### config.mk
export PLATFORM = sky130hd
export DESIGN_NAME = conv_window_buffer_flat
export DESIGN_NICKNAME = d
export VERILOG_FILES = /design/src/rtl/conv_window_buffer_pkg.sv /design/src/rtl/conv_window_buffer_if.sv /design/src/rtl/conv_window_bank.sv /design/src/rtl/conv_window_buffer.sv /design/src/flat_wrapper.sv
export SDC_FILE = /design/constraint.sdc
export NUM_CORES = 1
export LEC_CHECK = 0
export CAP_MARGIN = 15
export CORE_ASPECT_RATIO = 1.4
export CORE_MARGIN = 3
export CORE_UTILIZATION = 45
export DETAILED_ROUTE_END_ITERATION = 12
export PLACE_DENSITY = 0.72
export SETUP_SLACK_MARGIN = 0.4
export SLEW_MARGIN = 25
export SYNTH_ARGS = -nofsm -noshare
export SYNTH_HDL_FRONTEND = slang
export SYNTH_SLANG_ARGS = --single-unit
### constraint.sdc
create_clock -name clk -period 2.1 [get_ports clk]
set_input_delay 0.42 -clock clk [delete_from_list [all_inputs] [get_ports clk]]
set_output_delay 0.42 -clock clk [all_outputs]
set_load 0.01 [all_outputs]
### src/rtl/conv_window_buffer_pkg.sv
// Shared constants and helpers for the convolution window buffer slice.
package conv_pkg;
  localparam int DEF_DATA_W = 8;
  localparam int DEF_K      = 3;
  localparam int EDGE_W     = 4;

  // Bit positions inside the 4-bit edge flag word
  localparam int ZERO_ROW  = 3;
  localparam int FINAL_ROW = 2;
  localparam int ZERO_COL  = 1;
  localparam int FINAL_COL = 0;

  function automatic int win_bits(input int k, input int ch, input int data_w);
    return k * k * ch * data_w;
  endfunction
endpackage

### src/rtl/conv_window_buffer_if.sv
// Element input stream and packed-window output stream of the window buffer.
interface conv_window_buffer_if
  import conv_pkg::*;
#(
  parameter int DATA_W  = DEF_DATA_W,
  parameter int K       = DEF_K,
  parameter int CH      = 1,
  parameter int COORD_W = 15
) ();
  localparam int WIN_W = win_bits(K, CH, DATA_W);

  logic                   in_valid;
  logic                   in_ready;
  logic [CH*DATA_W-1:0]   in_data;
  logic [COORD_W-1:0]     in_row;
  logic [COORD_W-1:0]     in_col;
  logic [EDGE_W-1:0]      in_edge;
  logic                   flush;
  logic                   out_valid;
  logic                   out_ready;
  logic [WIN_W-1:0]       out_window;
  logic [COORD_W-1:0]     out_row;
  logic [COORD_W-1:0]     out_col;
  logic [EDGE_W-1:0]      out_edge;

  modport master (
    output in_valid, in_data, in_row, in_col, in_edge, flush, out_ready,
    input  in_ready, out_valid, out_window, out_row, out_col, out_edge
  );

  modport slave (
    input  in_valid, in_data, in_row, in_col, in_edge, flush, out_ready,
    output in_ready, out_valid, out_window, out_row, out_col, out_edge
  );
endinterface

### src/rtl/conv_window_bank.sv
// One bank of window storage: K*K elements, captured centre metadata, full flag.
module conv_window_bank
  import conv_pkg::*;
#(
  parameter int DATA_W  = DEF_DATA_W,
  parameter int K       = DEF_K,
  parameter int CH      = 1,
  parameter int COORD_W = 15,
  localparam int ELEM_W = CH * DATA_W,
  localparam int NE     = K * K,
  localparam int IDX_W  = $clog2(NE)
) (
  input  logic                 clk,
  input  logic                 reset,
  input  logic                 wr_en,
  input  logic [IDX_W-1:0]     wr_idx,
  input  logic [ELEM_W-1:0]    wr_data,
  input  logic                 cap_en,
  input  logic [COORD_W-1:0]   cap_row,
  input  logic [COORD_W-1:0]   cap_col,
  input  logic [EDGE_W-1:0]    cap_edge,
  input  logic                 discard,
  input  logic                 set_full,
  input  logic                 clr_full,
  output logic                 full,
  output logic [NE*ELEM_W-1:0] window,
  output logic [COORD_W-1:0]   row,
  output logic [COORD_W-1:0]   col,
  output logic [EDGE_W-1:0]    edge_flags
);
  // Ascending packed range puts element 0 in the MSBs of the window word
  logic [0:NE-1][ELEM_W-1:0] mem;

  assign window = mem;

  // Storage is deliberately not reset; the top gates the output word by full
  always_ff @(posedge clk) begin
    if (wr_en) mem[wr_idx] <= wr_data;
  end

  always_ff @(posedge clk) begin
    if (!reset) begin
      full       <= 1'b0;
      row        <= '0;
      col        <= '0;
      edge_flags <= '0;
    end else begin
      if (cap_en) begin
        row        <= cap_row;
        col        <= cap_col;
        edge_flags <= cap_edge;
      end else if (discard) begin
        row        <= '0;
        col        <= '0;
        edge_flags <= '0;
      end
      if (set_full)      full <= 1'b1;
      else if (clr_full) full <= 1'b0;
    end
  end
endmodule

### src/rtl/conv_window_buffer.sv
// Double-buffered KxK window store: one bank fills while the other is drained.
module conv_window_buffer
  import conv_pkg::*;
#(
  parameter int DATA_W  = DEF_DATA_W,
  parameter int K       = DEF_K,
  parameter int CH      = 1,
  parameter int COORD_W = 15,
  parameter int CNT_W   = 16
) (
  input  logic                 clk,
  input  logic                 reset,
  conv_window_buffer_if.slave  bus,
  output logic [CNT_W-1:0]     win_count
);
  localparam int NE     = K * K;
  localparam int CTR    = (NE - 1) / 2;
  localparam int IDX_W  = $clog2(NE);
  localparam int ELEM_W = CH * DATA_W;
  localparam int WIN_W  = win_bits(K, CH, DATA_W);

  generate
    if ((K < 3) || (K % 2 == 0)) begin : g_bad_k
      $error("conv_window_buffer: K must be odd and >= 3");
    end
  endgenerate

  logic                          wr_bank, rd_bank;
  logic [IDX_W-1:0]              fill_idx;
  logic [1:0]                    full;
  logic [1:0][WIN_W-1:0]         bank_win;
  logic [1:0][COORD_W-1:0]       bank_row, bank_col;
  logic [1:0][EDGE_W-1:0]        bank_edge;
  logic                          accept, last, consume;

  assign bus.in_ready = reset && !full[wr_bank];
  assign bus.out_valid = full[rd_bank];

  // An element offered alongside flush is dropped
  assign accept  = bus.in_valid && bus.in_ready && !bus.flush;
  assign last    = (fill_idx == IDX_W'(NE - 1));
  assign consume = bus.out_valid && bus.out_ready;

  for (genvar b = 0; b < 2; b++) begin : g_bank
    logic sel_wr, sel_rd;
    assign sel_wr = (wr_bank == 1'(b));
    assign sel_rd = (rd_bank == 1'(b));

    conv_window_bank #(
      .DATA_W (DATA_W),
      .K      (K),
      .CH     (CH),
      .COORD_W(COORD_W)
    ) u_bank (
      .clk       (clk),
      .reset     (reset),
      .wr_en     (accept && sel_wr),
      .wr_idx    (fill_idx),
      .wr_data   (bus.in_data),
      .cap_en    (accept && sel_wr && (fill_idx == IDX_W'(CTR))),
      .cap_row   (bus.in_row),
      .cap_col   (bus.in_col),
      .cap_edge  (bus.in_edge),
      .discard   (bus.flush && sel_wr && !full[b]),
      .set_full  (accept && sel_wr && last),
      .clr_full  (consume && sel_rd),
      .full      (full[b]),
      .window    (bank_win[b]),
      .row       (bank_row[b]),
      .col       (bank_col[b]),
      .edge_flags(bank_edge[b])
    );
  end

  assign bus.out_window = full[rd_bank] ? bank_win[rd_bank] : '0;
  assign bus.out_row    = bank_row[rd_bank];
  assign bus.out_col    = bank_col[rd_bank];
  assign bus.out_edge   = bank_edge[rd_bank];

  always_ff @(posedge clk) begin
    if (!reset) begin
      wr_bank   <= 1'b0;
      rd_bank   <= 1'b0;
      fill_idx  <= '0;
      win_count <= '0;
    end else begin
      if (bus.flush) begin
        fill_idx <= '0;
      end else if (accept) begin
        if (last) begin
          fill_idx <= '0;
          wr_bank  <= ~wr_bank;
        end else begin
          fill_idx <= fill_idx + 1'b1;
        end
      end
      if (consume) begin
        rd_bank   <= ~rd_bank;
        win_count <= win_count + 1'b1;
      end
    end
  end

  logic unused_elem_w;
  assign unused_elem_w = (ELEM_W == 0);
endmodule

### src/flat_wrapper.sv
// flat-port wrapper written by rule: the top's interface ports become plain ports
module conv_window_buffer_flat import conv_pkg::*;
#(
  parameter int DATA_W  = DEF_DATA_W,
  parameter int K       = DEF_K,
  parameter int CH      = 1,
  parameter int COORD_W = 15,
  parameter int CNT_W   = 16
)
  (clk, reset, win_count, bus_in_valid, bus_in_data, bus_in_row, bus_in_col, bus_in_edge, bus_flush, bus_out_ready, bus_in_ready, bus_out_valid, bus_out_window, bus_out_row, bus_out_col, bus_out_edge);
  conv_window_buffer_if #(.DATA_W(DATA_W), .K(K), .CH(CH), .COORD_W(COORD_W)) bus_i ();
  input  logic clk;
  input  logic reset;
  output logic [CNT_W-1:0] win_count;
  input wire logic [$bits(bus_i.in_valid)-1:0] bus_in_valid;
  input wire logic [$bits(bus_i.in_data)-1:0] bus_in_data;
  input wire logic [$bits(bus_i.in_row)-1:0] bus_in_row;
  input wire logic [$bits(bus_i.in_col)-1:0] bus_in_col;
  input wire logic [$bits(bus_i.in_edge)-1:0] bus_in_edge;
  input wire logic [$bits(bus_i.flush)-1:0] bus_flush;
  input wire logic [$bits(bus_i.out_ready)-1:0] bus_out_ready;
  output wire logic [$bits(bus_i.in_ready)-1:0] bus_in_ready;
  output wire logic [$bits(bus_i.out_valid)-1:0] bus_out_valid;
  output wire logic [$bits(bus_i.out_window)-1:0] bus_out_window;
  output wire logic [$bits(bus_i.out_row)-1:0] bus_out_row;
  output wire logic [$bits(bus_i.out_col)-1:0] bus_out_col;
  output wire logic [$bits(bus_i.out_edge)-1:0] bus_out_edge;
  assign bus_i.in_valid = bus_in_valid;
  assign bus_i.in_data = bus_in_data;
  assign bus_i.in_row = bus_in_row;
  assign bus_i.in_col = bus_in_col;
  assign bus_i.in_edge = bus_in_edge;
  assign bus_i.flush = bus_flush;
  assign bus_i.out_ready = bus_out_ready;
  assign bus_in_ready = bus_i.in_ready;
  assign bus_out_valid = bus_i.out_valid;
  assign bus_out_window = bus_i.out_window;
  assign bus_out_row = bus_i.out_row;
  assign bus_out_col = bus_i.out_col;
  assign bus_out_edge = bus_i.out_edge;
  conv_window_buffer #(.DATA_W(DATA_W), .K(K), .CH(CH), .COORD_W(COORD_W), .CNT_W(CNT_W)) u_core (.clk(clk), .reset(reset), .bus(bus_i), .win_count(win_count));
endmodule
==> results.json <==
{
  "cts_root_buf": "clkbuf_16",
  "route.final.wire_length_um": 26800,
  "drt_iter0_drc": 430,
  "fin_worst_skew_ns": 0.0114,
  "relSlewSlack_pct": 70.3,
  "synth.area.top_cells": "edfxtp_1, dfxtp_1, mux2i_1",
  "cp_max_fo": 6,
  "gp_congestion": 0.777,
  "diodes": 0,
  "port_buffers": 170,
  "power.leakage_uw": 0.00536,
  "vdd_drop_max_uv": 638,
  "wl_per_cell_um": 20.5,
  "final_hold_viol_count": 0,
  "syn_area_per_cell_um2": 12.2,
  "r2r-end": "u_core.win_count[12]$_SDFFE_PN0N_",
  "start_util_pct": 46.5,
  "cp.arrival_ns": 1.99,
  "startpoint": "u_core.g_bank[1].sel_rd$_SDFFE_PN0N_",
  "synth_top_area_share_pct": 46.1,
  "htree_levels": 1,
  "setup_viol": 89,
  "crit_slowest_cell": "dfxtp_4",
  "io_pins": 171,
  "worst_pin_slew_ns": 0.444,
  "cts_buffers": 21,
  "period_share_pct": 115,
  "cts_tree": "done",
  "drc_errors": 0,
  "yosys.area.top_type": "edfxtp_1",
  "first_pass_iters": 5,
  "power_density_nw_per_um2": 613,
  "crit_type": "flop to primary output",
  "ff2ff_path_depth": 11,
  "endpoint": "bus_out_window[27]",
  "drv_slew": 0,
  "grt_max_degree": 69,
  "coreArea_um2": 20100,
  "syn_inst": 771,
  "clock_tree.buffer_depth": 3,
  "grt_pass1_vias": 6697,
  "crit_chain": "buf_12 -> buf_12 -> buf_8 -> buf_16 -> mux2i_2 -> nor2_4 -> buf_6",
  "die_area_um2": 22600,
  "grt_pass1_wl_um": 35700,
  "antenna_found_initial": 0,
  "drtAntennaViolNets": 0,
  "r2r_slack_ns": 0.03,
  "cp_data_required_time_ns": 1.68,
  "synth-edff-count": 144,
  "status": "finished, violations left",
  "vias": 7058,
  "syn_area_um2": 9380,
  "ys_ff_latch": 236,
  "crit_path_end_kind": "primary output",
  "crit_top_cell": "buf_12",
  "pre_cts_ws_ns": -0.100,
  "fmax_ghz": 0.416,
  "yosys_most_used_dff": "edfxtp_1",
  "clk_pin_slew_ns": 0.06,
  "layout_min_cycle_time_ns": 2.41,
  "drive_gt1_share_pct": 40.4,
  "fin_tns_setup_ns": -13.37,
  "start_kind": "flop",
  "cts-hold-fix-buffers": 0,
  "synth_cell_type_count": 40,
  "hpwlAfterDp_um": 13200,
  "violations": "setup timing",
  "maxCapViolations": 0,
  "clk_latency_ns": 0.50,
  "rsz0062_at_grt": "yes",
  "num-nets-final": 1094,
  "async_flop_share_pct": 0,
  "fp-row-count": 61,
  "critical-path-max-stage-delay_ns": 0.42,
  "cts.sinks": 236,
  "dieWidth_um": 128,
  "overflow": 0,
  "vias_per_cell": 5.40,
  "die_h_um": 177,
  "gr-usage-all-layers_pct": 20.1,
  "syn_to_final_growth_pct": 53.0,
  "yosysWarningCount": 0,
  "r2r-start": "u_core.g_bank[1].sel_rd$_SDFFE_PN0N_",
  "synth_nets": 823,
  "yosysSeqAreaShare_pct": 65.8,
  "hold_path.class": "input pin to flop",
  "worst_slack_ns": -0.306
}
-- registers in the layout, summed over array words and instances, names as in the netlist --
name and flops:
u_core.g_bank.u_bank.window 144, u_core.g_bank.u_bank.col 30, u_core.g_bank.u_bank.row 30, u_core.win_count 16
u_core.g_bank.u_bank.edge_flags 8, u_core.fill_idx 4, u_core.g_bank.u_bank.full 2, u_core.g_bank.sel_rd 1
u_core.g_bank.sel_wr 1
-- Yosys cell counts (2+ instances only) --
master / n
inv_1: 5
edfxtp_1: 144
nand2_1: 50
o31ai_1: 2
xnor2_1: 6
dfxtp_1: 92
mux2_1: 34
nor2_1: 85
buf_1: 9
nand2b_1: 4
nand4_1: 7
ha_1: 5
nor4_1: 3
a311oi_1: 2
buf_2: 10
nor2b_1: 2
inv_2: 4
xor2_1: 3
mux2i_1: 76
and2_1: 16
and3_1: 2
o21ai_0: 2
a21oi_1: 13
clkbuf_1: 30
or4_1: 2
nand3_1: 77
o21ai_1: 69
nor3_1: 5
-- how the worst min path moves through the flow --
stage                                                       startpoint                                                  to  slack [ns]  cells past startpoint
global placement           u_core.g_bank[0].u_bank.col[1]$_SDFFE_PN0P_         u_core.g_bank[0].u_bank.col[1]$_SDFFE_PN0P_        0.44                      2
global route                                                     reset           u_core.g_bank[1].u_bank.full$_SDFFE_PN0P_        0.40                      3
finish                                                           reset           u_core.g_bank[1].u_bank.full$_SDFFE_PN0P_        0.41                      3
floorplan                  u_core.g_bank[0].u_bank.col[0]$_SDFFE_PN0P_         u_core.g_bank[0].u_bank.col[0]$_SDFFE_PN0P_        0.43                      2
detailed placement  u_core.g_bank[0].u_bank.edge_flags[0]$_SDFFE_PN0P_  u_core.g_bank[0].u_bank.edge_flags[0]$_SDFFE_PN0P_        0.45                      2
CTS                                                              reset           u_core.g_bank[1].u_bank.full$_SDFFE_PN0P_        0.39                      3
-- worst max-delay path: cells and delay by family, from the launching register on --
family | cells | cell delay, ns
DFF | 1 | 0.42
and+or+nand+nor | 1 | 0.08
muxes | 1 | 0.35
buffers and inverters | 5 | 0.62
-- what timing repair did --
action	CTS	global route
setup endpoints to repair	176	301
pin swaps	13	52
cloned	9	6
setup buffers	39	27
resized for setup	454	287
-- power by group --
group / total, uW / internal [uW] / switching (uW)
Sequential: 4910 / 4910 / 3.17
Clock: 3610 / 1970 / 1650
Combinational: 273 / 119 / 154
-- metrics by stage --
| stage | util [%] | instances | cell area [um2] | total power, uW | hold WS, ns |
|---|---|---|---|---|---|
| 2_1_floorplan | - | 771 | 9440 | 5090 | 0.433 |
| 3_3_place_gp | 58.7 | 1190 | 11800 | 5270 | 0.440 |
| 3_5_place_dp | 58.7 | 1190 | 11800 | 5270 | 0.445 |
| 4_1_cts | 64.8 | 1275 | 13100 | 8790 | 0.389 |
| 5_1_grt | 71.2 | 1308 | 14300 | 9060 | 0.402 |
| 6_report | 71.2 | 1308 | 14300 | 8800 | 0.412 |
-- area by class of cell --
cell class / count / area [um2]
clock buffer: 24 / 537
clock inverter: 13 / 96.3
fill: 1294 / 5800
inverter: 9 / 38.8
multi-input combinational: 477 / 3960
sequential: 236 / 6190
tap: 252 / 315
timing repair buffer: 297 / 3210
-- cell usage in the layout, fill, tap and decap left out, types with 25 or more instances in the layout --
cell type	Yosys	routed
nand3_1	77	75
mux2_1	34	25
edfxtp_1	144	144
mux2i_1	76	26
buf_2	10	53
nor2_1	85	38
mux2i_4	0	34
nor2_4	0	30
clkdlybuf4s50_1	0	45
nand2_1	50	46
buf_6	0	62
buf_4	0	45
o21ai_1	69	69
clkbuf_16	0	27
buf_12	0	29
dfxtp_1	92	78
-- logic make-up after synthesis --
group	Yosys count	synth area share [%]
compound gates	94	5.33
xor+xnor	9	0.841
fa+ha+maj	5	0.667
buf+inv	58	2.46
flops	236	65.8
mux	110	12.2
simple gates	259	12.7
-- metal layers --
layer | track usage, % | part of all wire [%] | vias up
li1 | - | - | 3337
met1 | 22.8 | 37 | 3442
met2 | 38.0 | 55 | 241
met3 | 3.35 | 5.7 | 38
met4 | 6.24 | 2.5 | 0
met5 | 0 | 0 | -
No activity file was read; power rests on OpenSTA's default activity.
